[config.mk]
export PLATFORM = sky130hd
export DESIGN_NAME = core_sequencer
export DESIGN_NICKNAME = d
export VERILOG_FILES = /design/src/rtl/core_sequencer.sv
export SDC_FILE = /design/constraint.sdc
export NUM_CORES = 1
export LEC_CHECK = 0
export CORE_UTILIZATION = 38
export DETAILED_ROUTE_END_ITERATION = 8
export PLACE_DENSITY = 0.86
export SLEW_MARGIN = 15
export SYNTH_ARGS = -nofsm -noshare
export SYNTH_HDL_FRONTEND = slang
export SYNTH_SLANG_ARGS = --single-unit
[constraint.sdc]
create_clock -name clk -period 2.35 [get_ports clk]
set_input_delay 0.47 -clock clk [delete_from_list [all_inputs] [get_ports clk]]
set_output_delay 0.47 -clock clk [all_outputs]
set_load 0.01 [all_outputs]
[src/rtl/core_sequencer.sv]
`default_nettype none
// ============================================================================
// Module      : core_sequencer
// Description : Multi-cycle fetch / operand-read / write-back / commit
//               controller for the TP-ISA datapath, with run/step control.
// Revision    : 1.0
// ============================================================================

package types;
  typedef logic [15:0] instr_t;

  localparam logic [3:0] op_store  = 4'h8;
  localparam logic [3:0] op_br     = 4'h9;
  localparam logic [3:0] op_brn    = 4'hA;
  localparam logic [3:0] op_setbar = 4'hB;

  function automatic logic [3:0] opcode_of(input instr_t i);
    return i[15:12];
  endfunction
endpackage

module core_sequencer #(
  parameter int WIDTH      = 8,
  parameter int ADDR_WIDTH = 8,
  parameter int PC_WIDTH   = 8
) (
  input  logic                  clk,
  input  logic                  reset,
  input  logic                  run,
  input  logic                  step,
  output logic                  busy,
  input  logic [PC_WIDTH-1:0]   pc,
  output logic                  imem_req,
  output logic [PC_WIDTH-1:0]   imem_addr,
  input  logic                  imem_ack,
  input  types::instr_t         imem_rdata,
  output types::instr_t         instr,
  input  logic [ADDR_WIDTH-1:0] dp_addr [1:2],
  input  logic [WIDTH-1:0]      dp_wdata,
  output logic [WIDTH-1:0]      rdata [1:2],
  output logic                  dp_en,
  output logic                  mem_req,
  output logic                  mem_we,
  output logic [ADDR_WIDTH-1:0] mem_addr,
  output logic [WIDTH-1:0]      mem_wdata,
  input  logic                  mem_ack,
  input  logic [WIDTH-1:0]      mem_rdata
);

  typedef enum logic [2:0] {
    S_IDLE   = 3'd0,
    S_FETCH  = 3'd1,
    S_RD1    = 3'd2,
    S_RD2    = 3'd3,
    S_WB     = 3'd4,
    S_COMMIT = 3'd5
  } state_t;

  state_t          r_state;
  state_t          w_next;
  types::instr_t   r_instr;
  logic [WIDTH-1:0] r_rdata1;
  logic [WIDTH-1:0] r_rdata2;
  logic            r_step;
  logic [3:0]      w_cur_op;

  // First memory phase of an instruction, decided from the word being fetched.
  function automatic state_t first_phase(input logic [3:0] op);
    if (op == types::op_store)
      return S_WB;
    else if (op == types::op_br || op == types::op_brn)
      return S_COMMIT;
    else if (op == types::op_setbar)
      return S_RD2;
    else
      return S_RD1;
  endfunction

  assign w_cur_op  = types::opcode_of(r_instr);
  assign busy      = (r_state != S_IDLE);
  assign imem_addr = pc;
  assign instr     = r_instr;
  assign rdata[1]  = r_rdata1;
  assign rdata[2]  = r_rdata2;

  always_ff @(posedge clk) begin
    if (reset) begin
      r_state  <= S_IDLE;
      r_instr  <= '0;
      r_rdata1 <= '0;
      r_rdata2 <= '0;
      r_step   <= 1'b0;
    end else begin
      r_state <= w_next;
      if (r_state == S_IDLE && !run && step)
        r_step <= 1'b1;
      else if (r_state == S_COMMIT)
        r_step <= 1'b0;
      if (r_state == S_FETCH && imem_ack)
        r_instr <= imem_rdata;
      if (r_state == S_RD1 && mem_ack)
        r_rdata1 <= mem_rdata;
      if (r_state == S_RD2 && mem_ack)
        r_rdata2 <= mem_rdata;
    end
  end

  always_comb begin
    w_next    = r_state;
    imem_req  = 1'b0;
    mem_req   = 1'b0;
    mem_we    = 1'b0;
    mem_addr  = '0;
    mem_wdata = '0;
    dp_en     = 1'b0;
    case (r_state)
      S_IDLE: begin
        if (run || step)
          w_next = S_FETCH;
      end
      S_FETCH: begin
        imem_req = 1'b1;
        if (imem_ack)
          w_next = first_phase(types::opcode_of(imem_rdata));
      end
      S_RD1: begin
        mem_req  = 1'b1;
        mem_addr = dp_addr[1];
        if (mem_ack)
          w_next = S_RD2;
      end
      S_RD2: begin
        mem_req  = 1'b1;
        mem_addr = dp_addr[2];
        if (mem_ack)
          w_next = (w_cur_op == types::op_setbar) ? S_COMMIT : S_WB;
      end
      S_WB: begin
        mem_req   = 1'b1;
        mem_we    = 1'b1;
        mem_addr  = dp_addr[1];
        mem_wdata = dp_wdata;
        if (mem_ack)
          w_next = S_COMMIT;
      end
      S_COMMIT: begin
        dp_en  = 1'b1;
        // A pending single step halts here even if run rose meanwhile.
        w_next = (run && !r_step) ? S_FETCH : S_IDLE;
      end
      default: w_next = S_IDLE;
    endcase
  end

endmodule
`default_nettype wire
-- After elaboration in Yosys (flattened, before gate mapping)
Cells that the tools add are included.
- equal/unequal tests: 15
- reduce and logical (&&, ||, !) cells: 16
- muxes and demuxes: 19
- operator list (operator ; number):
    $mux 3 ; 7
    $eq 4x4->1 const B ; 5
    $pmux 3 s6 ; 1
    $pmux 8 s2 ; 1
    $mux 1 ; 9
    $mux 8 ; 1
    $ne 2x2->1 const B ; 4
    $eq 3x2->1 const B ; 2
    $eq 3x3->1 const B ; 2
    $logic_and 1x1->1 ; 6
    $reduce_and 5->1 ; 1
    $eq 3x1->1 const B ; 1
    $logic_not 3->1 ; 1
    $reduce_bool 3->1 ; 1
    $reduce_or 3->1 ; 1
    $logic_not 1->1 ; 2
    $logic_or 1x1->1 ; 2
    $ne 2x1->1 const B ; 1
    $reduce_bool 2->1 ; 1
    $reduce_or 2->1 ; 1
- register bits after elaboration: 36
- output and inout port bits: 61
- word-level logic and storage cells: 55
- bits of input ports: 62

-- Depth between registers and ports, before layout
Gate-level depths: netlist (run 1).
- depth after elaboration: 6
- mapped depth: 7
- gate-level depth less buffers: 4

-- Least setup slack after synthesis (run 1)
No wires, ideal clock.
- path kind: flip-flop to output port
- start: reg r_state[0]
- end: out mem_addr[0]
- path slack: 0.672 ns
- buffers on the path: 3
- data required time: 1.880 ns
- data arrival time: 1.208 ns
- cell stages (with the launch flop): 5
- path through: dfxtp_1 -> buf_4 -> buf_4 -> buf_2 -> o32ai_1
- longest elaborated chain between the ends: 3
- elaborated cells between the ends (all ways): 5
- those cells by class: eq/ne (3); mux (1); reduce/logical (1)
- ends and longest elaborated chain (what ; RTL line ; text):
    from (decl) ; 59 ; state_t r_state;
    from (signal assigned) ; 94 ; r_state <= w_next;
    $eq 3x2->1 / $eq 3x3->1 (equally long branches) ; 116 ; case (r_state)
    $reduce_or 2->1 (no line) ; n/a ;
    $pmux 8 s2 (*) ; 116 ;
    to (decl) ; 44 ; output logic [ADDR_WIDTH-1:0] mem_addr,
Mark *: on every way between the ends. The rest lies on a longest branch, timed or not.

-- Final worst setup path (run 1)
- start: reg r_state[0]
- end: out imem_req
- longest elaborated chain between the ends: 2
- ends and longest elaborated chain (what ; RTL line ; text):
    $eq 3x1->1 ; 116 ;
    $mux 1 ; 116 ;
    to (decl) ; 33 ; output logic imem_req,
No other way between the ends.

==> results.json, run 1 <==
{
  "status": "complete, but fails checks",
  "failed_checks": "design-rule violations",
  "yosysSeqAreaShare": 0.401,
  "ys_ff_latch": 36,
  "dpl.hpwl_um": 3880,
  "first_iter_violations": 96,
  "worstHoldPathType": "register to register",
  "vias": 1938,
  "fp.dieH_um": 70.8,
  "design.core.area_sq_um": 4440,
  "initial_core_util": 0.405,
  "path_clk_slew_ns": 0.07,
  "min_period_ns": 2.22,
  "viasPerCell": 5.03,
  "drt_wl_total_um": 5100,
  "worst_pin_slew_ns": 0.596,
  "diodes": 0,
  "worst-path-max-fanout": 9,
  "leakage_nw": 1.20,
  "cts_root_buf": "clkbuf_8",
  "rsz0062_at_grt": "false",
  "drtAntennaViolNets": 0,
  "avgRoutedWirePerCell_um": 13.2,
  "drc_errors": 12,
  "fin_nets": 394,
  "hold_buffers": 0,
  "critPathMaxStageDelay_ns": 0.58,
  "final_layout_size_suffix_gt1_frac": 0.0571,
  "netlist_area_sq_um": 1800,
  "postSynthAreaPerCell_sq_um": 7.62,
  "ir_drop_uv": 582,
  "dp_slack_ns": 0.0133,
  "first_pass_iters": 6,
  "clock-sinks": 36,
  "grt.total_usage": 0.213,
  "crit_family": "buffers and inverters",
  "startpoint_type": "register",
  "cts_resized": 1,
  "setup_ws_ns": 0.127,
  "required_ns": 1.88,
  "synth_nets": 298,
  "antenna_found_initial": 0,
  "fin_skew_ns": 0.0104,
  "numCtsBuffers": 5,
  "htreeDepth": 2,
  "die_w_um": 70.8,
  "die_area_sq_um": 5010,
  "grt_pass1_wl_um": 8530,
  "postCtsSetupRepairBufs": 0,
  "crit_arrival_ns": 1.75,
  "crit_type": "register to primary output",
  "grt_pass1_vias": 1897,
  "critical_path.cell_chain": "clkinvlp_4 -> nor3_1 -> clkdlybuf4s50_1",
  "tritoncts": "yes",
  "maxCapViolCount": 0,
  "p_per_area_nw_per_um2": 652,
  "fmax_ghz": 0.450,
  "postSynthCellCount": 236,
  "io-pin-count": 123,
  "setup_tns_ns": 0,
  "worst-path-buf-inv": 2,
  "grt.overflow.total": 0,
  "place.gp.congestion": 0.793,
  "worstSkewPairLatency_ns": 0.29,
  "fin_crit_sh": 0.946,
  "relSlewSlack": 0.601,
  "cp-end-kind": "primary output",
  "finalSetupViolCount": 0,
  "io_buffer_count": 106,
  "grt_max_degree": 21,
  "crit_path_top_delay_cell": "clkdlybuf4s50_1",
  "area_growth_pct": 64.0,
  "final_max_slew_viol_count": 0,
  "cts.path.max_buffers": 2,
  "rows": 24,
  "yosys_warnings": 0,
  "hold_viol_final": 0,
  "synth_cell_types": 30
}
[kinds of logic (layout without fill, tap and decap cells)]
| family | after synthesis | count (layout) | share of synthesized area |
|---|---|---|---|
| simple gates | 102 | 102 | 0.257 |
| compound gates | 56 | 56 | 0.186 |
| mux | 8 | 8 | 0.0445 |
| flops | 36 | 36 | 0.401 |
| buf+inv | 34 | 131 | 0.113 |
[metal layers]
layer | vias to the layer above | global-route usage | part of all wire
met2 | 75 | 0.379 | 0.50
met4 | 0 | 0.0778 | 0.014
met5 | - | 0 | 0
met3 | 9 | 0.0584 | 0.073
li1 | 975 | - | -
met1 | 879 | 0.245 | 0.41
[worst paths after layout]
check / startpoint / end / slack, ns / cells after the start
worst min register to register: r_rdata2[1]$_SDFFE_PP0P_ / r_rdata2[1]$_SDFFE_PP0P_ / 0.45 / 2
worst max-delay path: r_state[0]$_SDFFE_PP0P_ / imem_req / 0.13 / 3
worst min-delay path: r_rdata2[1]$_SDFFE_PP0P_ / r_rdata2[1]$_SDFFE_PP0P_ / 0.45 / 2
worst max register to register: r_state[0]$_SDFFE_PP0P_ / instr[1]$_SDFFE_PP0P_ / 0.77 / 4
[layout by cell type (no fill, tap or decap), types with 2 or more instances in the layout]
master	count
a211o_1	2
dlymetal6s2s_1	8
a21oi_1	35
clkbuf_8	5
inv_1	9
buf_4	7
and2_1	8
nor3_1	3
mux2i_1	8
nor2_4	2
nand2_1	69
nor2_1	3
and3_1	3
nor2b_1	3
dfxtp_1	36
clkdlybuf4s50_1	98
o32ai_1	9
o21ai_0	6
nand2b_1	3
nand3_1	4
[report_power, final]
group	internal [W]	leakage, nW	switching (W)	total (W)
clock network	0.000315	0.0552	0.000217	0.000532
logic	0.000354	0.855	0.000330	0.000684
registers	0.000667	0.292	0.0000426	0.000709
total	0.00134	1.20	0.000589	0.00193
[registers in the layout, indices dropped and copies added, names as in the netlist]
signal	cells
instr	16
r_rdata1	8
r_rdata2	8
r_state	3
r_step	1
[synthesized netlist by cell type (all sizes together)]
master / n / area, sq um
nor4b: 1 / 8.76
o21ai: 6 / 30.0
a211oi: 1 / 7.51
a31oi: 1 / 6.26
a211o: 2 / 17.5
and3b: 1 / 8.76
clkbuf: 6 / 22.5
and2: 8 / 50.1
inv: 9 / 33.8
clkinv: 1 / 3.75
nand2b: 3 / 18.8
nor2b: 4 / 27.5
dfxtp: 36 / 721
a21oi: 36 / 184
buf: 18 / 143
mux2i: 8 / 80.1
nor2: 5 / 26.3
and3: 3 / 18.8
a32o: 1 / 10.0
nor3: 3 / 15.0
nand4b: 1 / 8.76
nand2: 69 / 259
o32ai: 9 / 78.8
nand3: 4 / 20.0
[through the flow]
| step | instance area (sq um) | cells | power, W | util | hold slack [ns] |
|---|---|---|---|---|---|
| final | 2950 | 385 | 0.00193 | 0.664 | 0.453 |
| after global routing | 2950 | 385 | 0.00204 | 0.664 | 0.473 |
| after CTS | 2920 | 385 | 0.00194 | 0.658 | 0.456 |
| after detailed placement | 2810 | 377 | 0.00140 | 0.633 | 0.446 |
| after global placement | 2810 | 377 | 0.00139 | 0.633 | 0.441 |
| after floorplan | 1800 | 236 | 0.00111 | - | 0.460 |
[area by class of cell]
cell class / instances / area (sq um)
fillers: 388 / 1490
well taps: 52 / 65.1
clock buffers: 6 / 72.6
clock inverters: 2 / 35.0
multi-input cells: 166 / 883
inverters: 10 / 41.3
flip-flops and latches: 36 / 721
repair buffers: 113 / 1130
[tightest hold or removal path, cell delays in order, from the launching register on]
cell,delay (ns)
dfxtp_1,0.31
nand2_1,0.05
a21oi_1,0.05
(Power assumes the default switching activity.)
==> run 2: changes to the inputs <==
REMOVE_ABC_BUFFERS = 1   (was default)
==> results.json, run 2 (same netlist as run 1, synthesis figures left out) <==
{
  "initial_core_util": 0.405,
  "place.gp.congestion": 0.793,
  "fin_skew_ns": 0.0104,
  "setup_tns_ns": 0,
  "reg2regPathDepth": 5,
  "worst-path-max-fanout": 2,
  "drtAntennaViolNets": 0,
  "dp_slack_ns": 0.0207,
  "final_max_slew_viol_count": 0,
  "area_growth_pct": 63.8,
  "die_area_sq_um": 5010,
  "drt_wl_total_um": 5360,
  "fin_nets": 394,
  "antenna_found_initial": 0,
  "dpl.hpwl_um": 4080,
  "vias": 1935,
  "startpoint_type": "input port",
  "holdWs_ns": 0.453,
  "final_layout_size_suffix_gt1_frac": 0.0661,
  "grt_max_degree": 27,
  "rr_endpoint": "instr[6]$_SDFFE_PP0P_",
  "crit_top_cell": "clkdlybuf4s50_1",
  "grt_pass1_wl_um": 8690,
  "maxCapViolCount": 0,
  "regArea_sq_um": 722,
  "worst_pin_slew_ns": 0.623,
  "crit_arrival_ns": 1.83,
  "grt.overflow.total": 0,
  "io_buffer_count": 106,
  "hold_buffers": 0,
  "crit_family": "buffers and inverters",
  "cp-end-kind": "primary output",
  "crit_type": "input port to primary output",
  "drc_errors": 8,
  "design.core.area_sq_um": 4440,
  "rows": 24,
  "mostFrequentLayoutCells": "clkdlybuf4s50_1, nand2_1, a21oi_1, dfxtp_1",
  "clock-sinks": 36,
  "cts_root_buf": "clkbuf_8",
  "avgRoutedWirePerCell_um": 13.9,
  "crit_cells": 4,
  "nFillCells": 391,
  "required_ns": 1.88,
  "final_cells": 385,
  "multiInputGateArea_sq_um": 881,
  "fin_crit_sh": 0.978,
  "first_iter_violations": 77,
  "postCtsSetupRepairBufs": 0,
  "critPathMaxStageDelay_ns": 0.58,
  "fmax_ghz": 0.435,
  "rsz0062_at_grt": "true",
  "status": "complete, but fails checks",
  "r2r_setup_slack_ns": 0.80,
  "fp.dieH_um": 70.8,
  "ir_drop_uv": 406,
  "final_common_cell": "clkdlybuf4s50_1",
  "die_w_um": 70.8,
  "failed_checks": "design-rule violations",
  "startpoint": "dp_addr[10]",
  "relSlewSlack": 0.584,
  "worstSkewPairLatency_ns": 0.30,
  "first_pass_iters": 6,
  "dp_cells": 377,
  "critical_path.cell_chain": "clkdlybuf4s50_1 -> inv_1 -> o32ai_1 -> clkdlybuf4s50_1",
  "largest_reg_flops": 16,
  "r2r_start": "r_state[2]$_SDFFE_PP0P_",
  "numCtsBuffers": 5,
  "setup_ws_ns": 0.0515,
  "worstHoldPathType": "register to register",
  "finalSetupViolCount": 0,
  "hold_viol_final": 0,
  "leakage_nw": 1.13,
  "grt_pass1_vias": 1861,
  "crit_path_top_delay_cell": "clkdlybuf4s50_1",
  "cts.path.max_buffers": 2,
  "grt.total_usage": 0.222,
  "p_per_area_nw_per_um2": 661,
  "diodes": 0,
  "viasPerCell": 5.03,
  "worst-path-buf-inv": 3,
  "io-pin-count": 123,
  "min_period_ns": 2.30,
  "crit_end": "mem_addr[2]",
  "htreeDepth": 2,
  "tritoncts": "yes",
  "path_clk_slew_ns": 0.07
}
run 2: changes by cell type in the layout (fill, tap and decap cells not counted), sizes merged:
cell	previous run	this run
clkdlybuf4s50	98	102
clkinvlp	1	2
dlymetal6s2s	8	4
clkbuf	6	5
run 2: layout make-up:
cell class,count,share of cell area
tap,52,0.0221
inverter,10,0.0140
clock inverter,3,0.0144
timing repair buffer,113,0.382
multi-input combinational,166,0.299
clock buffer,5,0.0233
sequential,36,0.245
run 2: power breakdown:
group / switching, W / internal, W / total [W]
sequential: 0.0000496 / 0.000668 / 0.000718
clock: 0.000231 / 0.000314 / 0.000544
combinational: 0.000325 / 0.000361 / 0.000686
total: 0.000605 / 0.00134 / 0.00195
run 2: worst reg2reg max path, cell delays in order (launching register included):
cell     delay, ns
dfxtp_1       0.35
buf_4         0.17
nor2_4        0.14
nand3_1       0.47
nand2_1       0.23
a21oi_1       0.08
run 2: per-stage QoR:
stage / util / area, sq um / power [W]
final: 0.663 / 2950 / 0.00195
after CTS: 0.659 / 2930 / 0.00195
after global placement: 0.633 / 2810 / 0.00139
after global routing: 0.663 / 2950 / 0.00205
after detailed placement: 0.633 / 2810 / 0.00141
after floorplan: - / 1630 / 0.00103
run 2: routing by layer:
metal	wire [um]	global-route usage	up-vias
met5	0	0	-
met2	2720	0.388	63
met1	2170	0.243	883
li1	-	-	979
met3	382	0.0855	10
met4	80	0.0822	0
run 2: how the worst min path moves through the flow:
stage                                   startpoint                  endpoint  slack, ns  cells past startpoint
after floorplan                r_step$_SDFFE_PP0P_       r_step$_SDFFE_PP0P_       0.45                      2
after global placement       instr[0]$_SDFFE_PP0P_     instr[0]$_SDFFE_PP0P_       0.44                      2
after detailed placement  r_rdata2[5]$_SDFFE_PP0P_  r_rdata2[5]$_SDFFE_PP0P_       0.45                      2
after CTS                 r_rdata2[5]$_SDFFE_PP0P_  r_rdata2[5]$_SDFFE_PP0P_       0.46                      2
after global routing      r_rdata2[6]$_SDFFE_PP0P_  r_rdata2[6]$_SDFFE_PP0P_       0.47                      2
final                     r_rdata2[4]$_SDFFE_PP0P_  r_rdata2[4]$_SDFFE_PP0P_       0.45                      2
run 2: what timing repair did:
action                     CTS  global route
pin swaps                    0             0
gates resized for setup      2             7
setup endpoints to repair   15            14
==> RTL edit 1: new RTL, config.mk and constraints of run 1 <==
Change the parameter `WIDTH` from 8 to 6.
--- a/src/rtl/core_sequencer.sv
+++ b/src/rtl/core_sequencer.sv
@@ -21,5 +21,5 @@
 
 module core_sequencer #(
-  parameter int WIDTH      = 8,
+  parameter int WIDTH      = 6,
   parameter int ADDR_WIDTH = 8,
   parameter int PC_WIDTH   = 8
Interface: changed (resized dp_wdata, mem_rdata, mem_wdata and rdata); port bits go from 123 to 113. No check against the original RTL was run, so the function may have changed too.
==> RTL edit 1 against run 1 <==
  * Global-route usage shrank 1.0 points
  * Sequential share of layout area shrank 0.13 points
  * Wire length shrank 13%
  * Design area shrank 10%
  * Critical path type is now input port to primary output
  * Power shrank 15%
  * Via count shrank 15%
  * Synthesized area shrank 11%
  * Sequential power shrank 11%
  * Die area shrank 10%
  * Sequential cell count shrank 4
  * Cell count shrank 13%
  * Setup slack lost 90 ps
  * Core utilization shrank 0.70 points
==> RTL edit 1: results (changes against run 1) <==
Pwr
  – Pleak: 1.10 nW (-8.3%)
  – Peak supply drop: 377 uV (-35%)

Place
  – Port Buffer Count: 96 (-9.4%)
  – Gpl congestion: 0.775 (-2.3%)
  – Hpwl dp: 3.34 mm (-14%)

STA
  – Worst-Margin Slew: 595 ps (-1.59 ps)
  – Max Clock Skew: 5.51 ps (-4.90 ps)
  – Final Slew Violations: 0 (unchanged)

Yosys
  – Mapped Nets: 257 (-14%)
  – FFs w/ async S/R, synth: 0 (unchanged)
  – Sequential area share after synthesis: 0.398 (-0.00273)
  – Netlist cell types: 30 (unchanged)
  – Synth warnings: 0 (unchanged)
  – Synth area leaders: dfxtp_1, mux2i_1, nand2_1, a21oi_1, buf_4
  – Top post-synthesis cells by count: nand2_1, dfxtp_1, mux2i_1

Global routing
  – Largest net degree at the start of global routing: 25 (+19%)
  – First-pass GRT wire length: 6.93 mm (-19%)
  – GRT Total Usage: 0.203 (-0.0102)
  – Gr ovfl total: 0 (unchanged)
  – Initial antenna violation count: 0 (unchanged)
  – Vias in the first global route: 1568 (-17%)

Worst setup path
  – Worst reg2reg setup slack: 770 ps (about the same)
  – RR Startpoint: r_state[0]
  – CP Launch Point: dp_addr[8]
  – Critical Path End: mem_addr[0]
  – Reg2Reg Depth: 4 (unchanged)
  – Reg2reg end: instr[2]
  – Worst Path Max Fanout: 2 (-7)
  – CP arrival: 1840 ps (+90 ps)

Finish
  – Max reg flops: 16 (unchanged)
  – Final #Nets: 343 (-13%)
  – Share of layout cells above drive strength 1: 0.0629 (+0.00588)
  – Fill cells: 357 (-8.0%)
  – Diodes inserted: 0 (unchanged)

Drt
  – Via count: 1656 (-15%)
  – Post-Route WL: 4.45 mm (-13%)
  – Initial DRT Pass Iterations: 4 (-2)
  – 1st-iter DRT viols: 105 (+9.4%)

Min path
  – Hold path startpoint: instr[1]
  – Hold Crit Class: flip-flop to flip-flop

CTS
  – Post-CTS setup buffers: 0 (unchanged)
  – Clk Latency, worst-skew pair: roughly 280 ps
  – Reg clk slew, reported paths: 70 ps (about the same)
  – Max Root-Sink Buffers: 2 (unchanged)
  – CTS buffer count: 5 (unchanged)
  – H-tree depth: 2 (unchanged)
  – Clock Root Buffer: clkbuf_8

Floorplan
  – Die Wd: 67.1 um (-5.2%)

Outcome
  – Run status: completed
[RTL edit 1: cell types whose count changed after synthesis, sizes merged, moves of 2 or more]
cell	delta
a211o	-2
nor3	+2
nand2	-34
nor2b	-2
nor2	+13
dfxtp	-4
and2	-2
mux2i	+13
buf	-2
and3	-2
a21oi	-16
[RTL edit 1: repair_timing]
item	4_1_cts	5_1_grt
setup endpoints to repair	7	5
pin swaps	0	0
gates resized for setup	3	5
[RTL edit 1: area by class of cell]
| class | count | share of cell area |
|---|---|---|
| Clock buffer | 5 | 0.0260 |
| Clock inverter | 3 | 0.00709 |
| Inverter | 10 | 0.0142 |
| Multi-Input combinational cell | 135 | 0.303 |
| Sequential cell | 32 | 0.243 |
| Tap cell | 50 | 0.0236 |
| Timing Repair Buffer | 101 | 0.383 |
[RTL edit 1: cell families (layout without fill, tap and decap cells)]
logic type | Yosys count | count (layout) | share of synthesized area
AND/OR/NAND/NOR | 78 | 78 | 0.229
multiplexers | 21 | 21 | 0.131
buffers and inverters | 32 | 119 | 0.104
flip-flops | 32 | 32 | 0.398
AO/OA/AOI/OAI | 36 | 36 | 0.138
[RTL edit 1: power by group]
part           switching, W  leakage (nW)  internal, W  total, W
clock network      0.000208        0.0479     0.000206  0.000414
logic              0.000279         0.794     0.000317  0.000596
registers         0.0000377         0.260     0.000592  0.000630
[RTL edit 1: routing by layer]
layer  GRT usage  vias up  routed length (um)
li1            -      835                   -
met1       0.220      743                1770
met2       0.373       71                2220
met3      0.0565        7                 404
met4      0.0665        0                  53
met5           0        -                   0
[RTL edit 1: worst min path at each step]
stage | cells past startpoint | endpoint | slack (ps)
5_1_grt | 2 | instr[9] | 470
2_1_floorplan | 2 | r_step | 450
3_3_place_gp | 2 | instr[10] | 440
3_5_place_dp | 2 | instr[1] | 450
6_report | 2 | instr[1] | 450
4_1_cts | 2 | instr[9] | 460
[RTL edit 1: metrics by stage]
stage                     setup WS, ps  hold slack (ps)  std cells  instance area (sq um)  utilization
after floorplan                    667              450        199                   1610            -
after global placement            74.3              442        328                   2540        0.631
after detailed placement          15.5              446        328                   2540        0.631
after CTS                         17.6              455        336                   2640        0.654
after global routing              2.77              467        336                   2650        0.657
final                             37.3              452        336                   2650        0.657
[RTL edit 1: critical path, cell delays in order]
cell             delay, ps
clkdlybuf4s50_1        480
inv_1                   40
o32ai_1                260
clkdlybuf4s50_1        580
==> RTL edit 2: new RTL, flow settings as in run 1 <==
Made on the original files. Encoding of `state_t`: now one-hot (6 bits for 6 states).
--- a/src/rtl/core_sequencer.sv
+++ b/src/rtl/core_sequencer.sv
@@ -48,11 +48,11 @@
 );
 
-  typedef enum logic [2:0] {
-    S_IDLE   = 3'd0,
-    S_FETCH  = 3'd1,
-    S_RD1    = 3'd2,
-    S_RD2    = 3'd3,
-    S_WB     = 3'd4,
-    S_COMMIT = 3'd5
+  typedef enum logic [5:0] {
+    S_IDLE   = 6'b000001,
+    S_FETCH  = 6'b000010,
+    S_RD1    = 6'b000100,
+    S_RD2    = 6'b001000,
+    S_WB     = 6'b010000,
+    S_COMMIT = 6'b100000
   } state_t;
 
Behaviour: no difference found for any inputs over 10 cycles, from zero or initial values and one cycle with reset high; not proved beyond that.
==> RTL edit 2 against run 1 <==
  * The run still ends with DRC left
  * First-iteration DRC count increased by 64%
  * Design area increased by 3.2%
  * Sequential cell count grew 3
  * Wire length rose by 7.9%
  * Synthesized area increased by 1.4%
  * Register-to-register slack lost 210 ps
  * Setup slack got worse by 96 ps
Power is not compared: it rests on default switching activity, and its combinational part moved more than twofold at a synthesized area within 25%.
==> RTL edit 2: results (changes against run 1) <==
Outcome
  – Run status: finished with violations
  – Failing checks: DRC

Yosys
  – Synth Area in XOR/XNOR: 0.00960 (+0.00960)
  – Sequential area share after synthesis: 0.428 (+0.0274)
  – Netlist cell types: 33 (+10%)
  – Mapped Nets: 290 (-2.7%)
  – Synth area leaders: dfxtp_1, nand2_1, a21oi_1, mux2i_1, a22o_1
  – FFs w/ async S/R, synth: 0 (unchanged)
  – Post-synthesis compound-gate area fraction: 0.166 (-0.0197)
  – Top post-synthesis cells by count: nand2_1, dfxtp_1, a21oi_1
  – Synth Instances: 228 (-3.4%)
  – Multiplexer share of the synthesized area: 0.0494 (+0.00488)

Global routing
  – First-pass GRT wire length: 8.60 mm (+0.81%)
  – GRT Total Usage: 0.213 (about the same)
  – Met2 Track Usage GR: 0.387 (+0.00803)
  – Largest net degree at the start of global routing: 28 (+33%)
  – Vias in the first global route: 1855 (-2.2%)
  – Met3 usage: 0.0759 (+0.0175)

Worst setup path
  – Worst reg2reg setup slack: 560 ps (-210 ps)
  – CP arrival: 1850 ps (+100 ps)

Drt
  – 1st-iter DRT viols: 157 (+64%)
  – Drt drc: 10 (-2)
  – DR WL/cell: 14.4 um (+9.0%)
  – Initial DRT Pass Iterations: 9 (+3)
  – Vias/cell: 5.19 (+3.1%)

STA
  – Max Clock Skew: 5.19 ps (-5.22 ps)
  – Worst relative slew slack: 0.610 (+0.00892)

Finish
  – Post-Layout Cell Count: 381 (-1.0%)
  – Share of layout cells above drive strength 1: 0.106 (+0.0493)
  – Diodes inserted: 0 (unchanged)
  – Final #Nets: 392 (-0.51%)
  – Max reg flops: 16 (unchanged)

Place
  – Gpl congestion: 0.938 (+18%)
  – Hpwl dp: 3.92 mm (+1.1%)
  – Placed cell count: 366 (-2.9%)

CTS
  – CTS buffer count: 5 (unchanged)
==> RTL edit 2: metal layers <==
metal,up-vias,share of wire
li1,971,-
met1,910,0.37
met2,88,0.51
met3,8,0.10
met4,0,0.011
met5,-,0
==> RTL edit 2: path summary, 6_finish.rpt <==
path,start,end,cells past startpoint
max,r_state[5],mem_req,5
min reg2reg,r_rdata2[6],r_rdata2[6],2
max reg2reg,r_state[5],r_rdata1[0],6
min,r_rdata2[6],r_rdata2[6],2
==> RTL edit 2: cells by family after synthesis <==
kind of cell / Yosys count
AND/OR/NAND/NOR: 103
multiplexers: 9
XOR/XNOR: 2
AO/OA/AOI/OAI: 48
flip-flops: 39
buffers and inverters: 27
==> RTL edit 2: power by group through the flow <==
stage	clock network [W]	logic (W)	registers, W
2_1_floorplan	0	0.000126	0.000717
3_5_place_dp	0	0.000268	0.000716
6_report	0.000413	0.000296	0.000709
3_3_place_gp	0	0.000263	0.000714
5_1_grt	0.000448	0.000320	0.000712
4_1_cts	0.000423	0.000285	0.000707
==> RTL edit 2: layout make-up <==
cell class                 instances  area, sq um
fill                             386         1430
timing repair buffer             117         1140
multi-input combinational        162          948
sequential                        39          788
clock buffer                       5         68.8
tap                               52         65.1
inverter                           4         17.5
clock inverter                     1         7.51
timing repair inverter             1         7.51
==> RTL edit 2: metrics by stage <==
stage               total power [W]  area (sq um)  worst slack (ps)  hold WS (ps)  TNS [ps]
floorplan                  0.000842          1820               554           481         0
global placement           0.000977          2840               111           441         0
detailed placement         0.000984          2840              54.4           448         0
CTS                         0.00141          3010              3.49           456         0
global route                0.00148          3050             -44.8           472      -161
finish                      0.00142          3050              31.5           455         0
==> RTL edit 2: what timing repair did <==
action | 4_1_cts | 5_1_grt
pin swaps | 3 | 3
endpoints found under the setup margin | 19 | 16
hold endpoints to repair | 0 | 0
cloned | 1 | 0
buffers inserted | 5 | 3
resized for setup | 26 | 8
==> RTL edit 2: critical path: stages (launching register included) <==
cell,delay (ps)
dfxtp_2,350
nor3_4,250
buf_4,180
nand3_2,120
nand3_1,130
clkdlybuf4s50_1,540
